### config.mk
export PLATFORM = sky130hd
export DESIGN_NAME = instr_fetch_unit_flat
export DESIGN_NICKNAME = d
export VERILOG_FILES = /design/src/rtl/instr_fetch_unit_if.sv /design/src/rtl/instr_fetch_unit.sv /design/src/flat_wrapper.sv
export SDC_FILE = /design/constraint.sdc
export NUM_CORES = 1
export LEC_CHECK = 0
export CAP_MARGIN = 0
export CORE_MARGIN = 5
export CORE_UTILIZATION = 40
export DETAILED_ROUTE_END_ITERATION = 7
export DONT_BUFFER_PORTS = 1
export GPL_TIMING_DRIVEN = 1
export HOLD_SLACK_MARGIN = 0.06
export MAX_ROUTING_LAYER = met4
export PLACE_DENSITY = 0.67
export SYNTH_ARGS = -nofsm -noshare
export SYNTH_HDL_FRONTEND = slang
export SYNTH_SLANG_ARGS = --single-unit
### constraint.sdc
create_clock -name Clk -period 9.25 [get_ports Clk]
set_clock_uncertainty 0.1 [all_clocks]
set_input_delay 1.3875 -clock Clk [delete_from_list [all_inputs] [get_ports Clk]]
set_output_delay 1.3875 -clock Clk [all_outputs]
set_load 0.02 [all_outputs]
### src/rtl/instr_fetch_unit_if.sv
// Signal bundle between the fetch unit, the instruction memory and decode.
// The master side is the fetch unit itself.
interface instr_fetch_unit_if #(
   parameter int DEPTH = 2
);
   localparam int CW = $clog2(DEPTH) + 1;

   logic [31:0]   IM_Address;
   logic [31:0]   IM_Instruction;
   logic          Redirect;
   logic [31:0]   RedirectTarget;
   logic          OutValid;
   logic          OutReady;
   logic [31:0]   OutInstruction;
   logic [31:0]   OutPC;
   logic [31:0]   OutPCPlus4;
   logic          Fault;
   logic [CW-1:0] Count;

   modport master (
      output IM_Address, OutValid, OutInstruction, OutPC, OutPCPlus4, Fault, Count,
      input  IM_Instruction, Redirect, RedirectTarget, OutReady
   );

   modport slave (
      input  IM_Address, OutValid, OutInstruction, OutPC, OutPCPlus4, Fault, Count,
      output IM_Instruction, Redirect, RedirectTarget, OutReady
   );
endinterface

### src/rtl/instr_fetch_unit.sv
// Pipeline front end: owns the PC, fetches from combinational instruction memory
// and buffers {pc, instruction} pairs in a small FIFO towards decode.
module instr_fetch_unit #(
   parameter logic [31:0] RESET_PC   = 32'h0000_0000,
   parameter int          DEPTH      = 2,
   parameter logic [31:0] ADDR_LIMIT = 32'd4100
) (
   input logic               Clk,
   input logic               Reset,
   instr_fetch_unit_if.master bus
);
   localparam int PW = (DEPTH > 1) ? $clog2(DEPTH) : 1;
   localparam int CW = $clog2(DEPTH) + 1;
   localparam logic [CW-1:0] DEPTH_C = CW'(DEPTH);

   logic [31:0]   pc_r;
   logic [PW-1:0] wr_ptr_r;
   logic [PW-1:0] rd_ptr_r;
   logic [CW-1:0] count_r;
   logic [31:0]   mem_instr_r [DEPTH];
   logic [31:0]   mem_pc_r    [DEPTH];
   logic [31:0]   last_instr_r;
   logic [31:0]   last_pc_r;

   logic          valid_s;
   logic          pop_s;
   logic          can_push_s;
   logic          fault_s;
   logic          fetch_s;
   logic [CW-1:0] count_next_s;
   logic [31:0]   head_instr_s;
   logic [31:0]   head_pc_s;

   assign valid_s    = (count_r != {CW{1'b0}});
   assign pop_s      = valid_s & bus.OutReady;
   assign can_push_s = (count_r < DEPTH_C) | pop_s;
   assign fault_s    = (pc_r >= ADDR_LIMIT);
   assign fetch_s    = ~bus.Redirect & ~fault_s & can_push_s;

   // Occupancy update for the non-flush case.
   always_comb begin
      count_next_s = count_r;
      case ({fetch_s, pop_s})
         2'b10:   count_next_s = count_r + CW'(1);
         2'b01:   count_next_s = count_r - CW'(1);
         default: count_next_s = count_r;
      endcase
   end

   // An empty FIFO keeps showing the last popped entry (or reset values).
   always_comb begin
      head_instr_s = last_instr_r;
      head_pc_s    = last_pc_r;
      if (valid_s) begin
         head_instr_s = mem_instr_r[rd_ptr_r];
         head_pc_s    = mem_pc_r[rd_ptr_r];
      end else begin
         head_instr_s = last_instr_r;
         head_pc_s    = last_pc_r;
      end
   end

   // PC, pointers and occupancy; reset outranks redirect, which outranks fetch/pop.
   always_ff @(posedge Clk) begin
      if (Reset) begin
         pc_r         <= {RESET_PC[31:2], 2'b00};
         wr_ptr_r     <= {PW{1'b0}};
         rd_ptr_r     <= {PW{1'b0}};
         count_r      <= {CW{1'b0}};
         last_instr_r <= 32'h0000_0000;
         last_pc_r    <= 32'h0000_0000;
      end else if (bus.Redirect) begin
         pc_r     <= {bus.RedirectTarget[31:2], 2'b00};
         wr_ptr_r <= {PW{1'b0}};
         rd_ptr_r <= {PW{1'b0}};
         count_r  <= {CW{1'b0}};
      end else begin
         count_r <= count_next_s;
         if (fetch_s) begin
            pc_r     <= pc_r + 32'd4;
            wr_ptr_r <= wr_ptr_r + PW'(1);
         end
         if (pop_s) begin
            rd_ptr_r     <= rd_ptr_r + PW'(1);
            last_instr_r <= head_instr_s;
            last_pc_r    <= head_pc_s;
         end
      end
   end

   // FIFO storage; entries are only readable while counted, so no reset needed.
   always_ff @(posedge Clk) begin
      if (!Reset && fetch_s) begin
         mem_instr_r[wr_ptr_r] <= bus.IM_Instruction;
         mem_pc_r[wr_ptr_r]    <= pc_r;
      end
   end

   assign bus.IM_Address     = pc_r;
   assign bus.OutValid       = valid_s;
   assign bus.OutInstruction = head_instr_s;
   assign bus.OutPC          = head_pc_s;
   assign bus.OutPCPlus4     = head_pc_s + 32'd4;
   assign bus.Fault          = fault_s;
   assign bus.Count          = count_r;
endmodule

### src/flat_wrapper.sv
// flat-port wrapper written by rule: the top's interface ports become plain ports
module instr_fetch_unit_flat 
#(
   parameter logic [31:0] RESET_PC   = 32'h0000_0000,
   parameter int          DEPTH      = 2,
   parameter logic [31:0] ADDR_LIMIT = 32'd4100
)
  (Clk, Reset, bus_IM_Address, bus_OutValid, bus_OutInstruction, bus_OutPC, bus_OutPCPlus4, bus_Fault, bus_Count, bus_IM_Instruction, bus_Redirect, bus_RedirectTarget, bus_OutReady);
  instr_fetch_unit_if #(.DEPTH(DEPTH)) bus_i ();
  input logic Clk;
  input logic Reset;
  output wire logic [$bits(bus_i.IM_Address)-1:0] bus_IM_Address;
  output wire logic [$bits(bus_i.OutValid)-1:0] bus_OutValid;
  output wire logic [$bits(bus_i.OutInstruction)-1:0] bus_OutInstruction;
  output wire logic [$bits(bus_i.OutPC)-1:0] bus_OutPC;
  output wire logic [$bits(bus_i.OutPCPlus4)-1:0] bus_OutPCPlus4;
  output wire logic [$bits(bus_i.Fault)-1:0] bus_Fault;
  output wire logic [$bits(bus_i.Count)-1:0] bus_Count;
  input wire logic [$bits(bus_i.IM_Instruction)-1:0] bus_IM_Instruction;
  input wire logic [$bits(bus_i.Redirect)-1:0] bus_Redirect;
  input wire logic [$bits(bus_i.RedirectTarget)-1:0] bus_RedirectTarget;
  input wire logic [$bits(bus_i.OutReady)-1:0] bus_OutReady;
  assign bus_IM_Address = bus_i.IM_Address;
  assign bus_OutValid = bus_i.OutValid;
  assign bus_OutInstruction = bus_i.OutInstruction;
  assign bus_OutPC = bus_i.OutPC;
  assign bus_OutPCPlus4 = bus_i.OutPCPlus4;
  assign bus_Fault = bus_i.Fault;
  assign bus_Count = bus_i.Count;
  assign bus_i.IM_Instruction = bus_IM_Instruction;
  assign bus_i.Redirect = bus_Redirect;
  assign bus_i.RedirectTarget = bus_RedirectTarget;
  assign bus_i.OutReady = bus_OutReady;
  instr_fetch_unit #(.RESET_PC(RESET_PC), .DEPTH(DEPTH), .ADDR_LIMIT(ADDR_LIMIT)) u_core (.Clk(Clk), .Reset(Reset), .bus(bus_i));
endmodule
==> flow_summary.yaml <==
sta:
  fin_crit_sh_pct: 67.9
  setup_viol: 0
  worst_slew_pin_slew_ps: 1220
  fmax_mhz: 159
  rsz0062_at_grt: "false"
  hold_violations: 0
  fin_setup_tns_ps: 0
  relSlewSlack_pct: 18.3
  period_needed_ps: 6280
  drv_slew: 0
  layout_setup_ws_ps: 2970
run_status:
  outcome: "completed"
global_routing:
  antenna_found_initial: 0
  grt_pass1_vias: 6119
  grt_pass1_wl_um: 36200
  grt.total_usage_pct: 17.7
  gr-total-overflow: 0
  grt_max_degree: 102
power_and_ir_drop:
  internal_power_uw: 1600
  power_frac_seq_pct: 53.0
  p_sw_share_pct: 21.8
  ir_drop_mv: 0.134
  clockPowerShare_pct: 44.7
  p_leak_uw: 0.00336
  pwr_density_cell_nw_per_um2: 193
  p_sw_uw: 445
  combinationalPowerShare_pct: 2.4
routing:
  vias: 6475
  drc: 0
  drtIter0Drc: 476
  wl_per_cell_um: 20.3
  via_per_inst: 5.40
  ant_nets: 0
  drtPass1Iterations: 5
  totalWireLength_um: 24300
floorplan:
  start_util_pct: 40.9
  pin_count: 200
  rows: 56
  die_h_um: 165
  coreArea_um2: 23600
  design.die.area_um2: 27300
  die_x_um: 165
clock_tree:
  ctsResizeCount: 0
  path_clk_slew_ps: 60
  clockBufferDepth: 3
  numCtsBuffers: 25
  hold_buffers: 0
  clkLatencyLatePin_ps: 520
  tritoncts: "built"
  root_buffer: "clkbuf_16"
  cts_max_level: 1
  cts_setup_buffers: 0
  clock-sinks: 223
logic_synthesis:
  syn_area_um2: 9650
  syn_area_per_cell_um2: 10.9
  synth_edf_count: 124
  seq_area_frac_synth_pct: 59.1
  synth_cells: 883
  async_reset_ff_share_pct: 0
  ys.warnings.count: 0
  synth_seq_cells: 223
  ys_types: 50
  synthFlopType: "edfxtp_1"
place:
  io_buffers: 0
  routabilityCongestion: 0.784
  dp_hpwl_um: 15600
  pre_cts_slack_ps: 3470
cells_and_area:
  num_antenna_cells: 0
  layout-drive-gt1-share_pct: 10.7
  final_cell_mix: "nand2_1, edfxtp_1, dfxtp_1"
  nets: 934
  final_common_cell: "nand2_1"
  postLayoutCoreUtil_pct: 44.9
  layout-area-overhead-vs-synth_pct: 9.82
setup_path:
  endpoint: "bus_OutPCPlus4[25]"
  worst-setup-path-type: "reg -> out"
  worstSetupStartpoint: "u_core.bus.Count[0]$_SDFFE_PP0P_"
  r2r-end: "u_core.mem_pc_r[1][10]$_DFFE_PP_"
  reg2reg_depth: 6
  cp-end-kind: "output pin"
  cp_max_fo: 77
  critPathRequiredTime_ps: 7760
  startpoint_type: "register"
  worstPathArrival_ps: 4800
  r2r_slack_ps: 5170
  reg2reg_from: "u_core.bus.IM_Address[27]$_SDFFE_PP0P_"
flow_run:
  cap_viol_max_count: 0
hold_path:
  hold_class: "reg -> reg"
  hold_depth: 2
worst min-delay path by stage:
| stage | slack [ps] | from | endpoint |
|---|---|---|---|
| floorplan | 340 | u_core.last_pc_r[10]$_SDFFE_PP0P_ | u_core.last_pc_r[10]$_SDFFE_PP0P_ |
| global placement | 340 | u_core.last_instr_r[26]$_SDFFE_PP0P_ | u_core.last_instr_r[26]$_SDFFE_PP0P_ |
| detailed placement | 340 | u_core.last_pc_r[6]$_SDFFE_PP0P_ | u_core.last_pc_r[6]$_SDFFE_PP0P_ |
| CTS | 350 | u_core.last_pc_r[6]$_SDFFE_PP0P_ | u_core.last_pc_r[6]$_SDFFE_PP0P_ |
| global route | 360 | u_core.last_instr_r[4]$_SDFFE_PP0P_ | u_core.last_instr_r[4]$_SDFFE_PP0P_ |
| finish | 350 | u_core.last_instr_r[25]$_SDFFE_PP0P_ | u_core.last_instr_r[25]$_SDFFE_PP0P_ |
routing by layer:
layer  track usage (%)  share of wire [%]  up-vias
met5                 -                  0        -
met3              4.22                7.8       36
met2              28.1                 48      235
met1              22.9                 43     3118
met4              4.69                2.0        0
li1                  -                  -     3086
flip-flops by register name (all words and copies together), names as in the netlist, named ones only:
register,flops
u_core.rd_ptr_r,1
u_core.wr_ptr_r,1
u_core.mem_pc_r,60
u_core.bus.IM_Address,30
u_core.mem_instr_r,64
u_core.last_instr_r,32
u_core.bus.Count,2
u_core.last_pc_r,32
critical path: stages, from the launching register on:
cell	delay, ps
dfxtp_1	290
buf_4	270
nor2_8	750
inv_6	370
a21oi_1	680
and3_1	320
nand3b_1	530
nor4_2	570
xor2_1	460
synthesized netlist by cell type (2+ instances only):
cell type  count  share of area [%]
nand2_1      172                6.7
edfxtp_1     124                 39
dfxtp_1       99                 21
a21oi_1       68                3.5
mux2i_1       65                6.7
nor2_1        43                1.7
clkbuf_1      38                1.5
o21ai_0       36                1.9
nor3_1        33                1.7
xor2_1        26                2.4
nand3_1       19               0.99
a22oi_1       16                1.2
a21oi_2       15                1.4
xnor2_1       15                1.4
inv_1         10               0.39
nand4_1        9               0.58
nor4_2         9                1.2
a211oi_1       8               0.62
buf_2          8               0.42
buf_4          7               0.54
buf_6          7               0.82
a21oi_4        6                1.0
and3_1         6               0.39
and2_1         5               0.32
ha_1           5               0.65
nor4_1         5               0.32
nand3b_1       2               0.16
nor2b_1        2               0.13
nor3_2         2               0.21
nor3b_1        2               0.16
o21ai_1        2               0.10
power groups by stage:
stage / registers, uW / logic [uW] / clock network, uW
floorplan: 1100 / 47.1 / 0
global placement: 1100 / 47.6 / 0
detailed placement: 1100 / 48.3 / 0
CTS: 1080 / 48.5 / 940
global route: 1080 / 53.8 / 987
finish: 1080 / 48.1 / 913
kinds of logic (layout without fill, tap and decap cells):
logic type | after synthesis | in the layout | share of synthesized area (%)
other | 1 | 2 | 0.0389
flip-flops | 223 | 223 | 59.1
XOR/XNOR | 41 | 41 | 3.72
adder cells (fa/ha/maj) | 5 | 5 | 0.649
multiplexers | 66 | 66 | 6.86
buffers and inverters | 74 | 70 | 4.02
AND/OR/NAND/NOR | 317 | 317 | 15.3
AO/OA/AOI/OAI | 156 | 156 | 10.2
layout make-up:
type	count	area (um^2)
multi-input cells	587	3590
repair buffers	12	90.1
clock buffers	31	648
clock inverters	15	106
fillers	2244	13000
well taps	319	399
inverters	12	50.0
flip-flops and latches	223	5710
stage by stage:
step | instances | power (uW) | hold slack [ps] | area (um^2)
6_report | 1199 | 2040 | 350 | 10600
4_1_cts | 1199 | 2070 | 348 | 10600
3_5_place_dp | 1153 | 1150 | 340 | 9840
3_3_place_gp | 1153 | 1150 | 335 | 9840
2_1_floorplan | 884 | 1140 | 336 | 9660
5_1_grt | 1199 | 2130 | 362 | 10600
(Power assumes the default switching activity.)
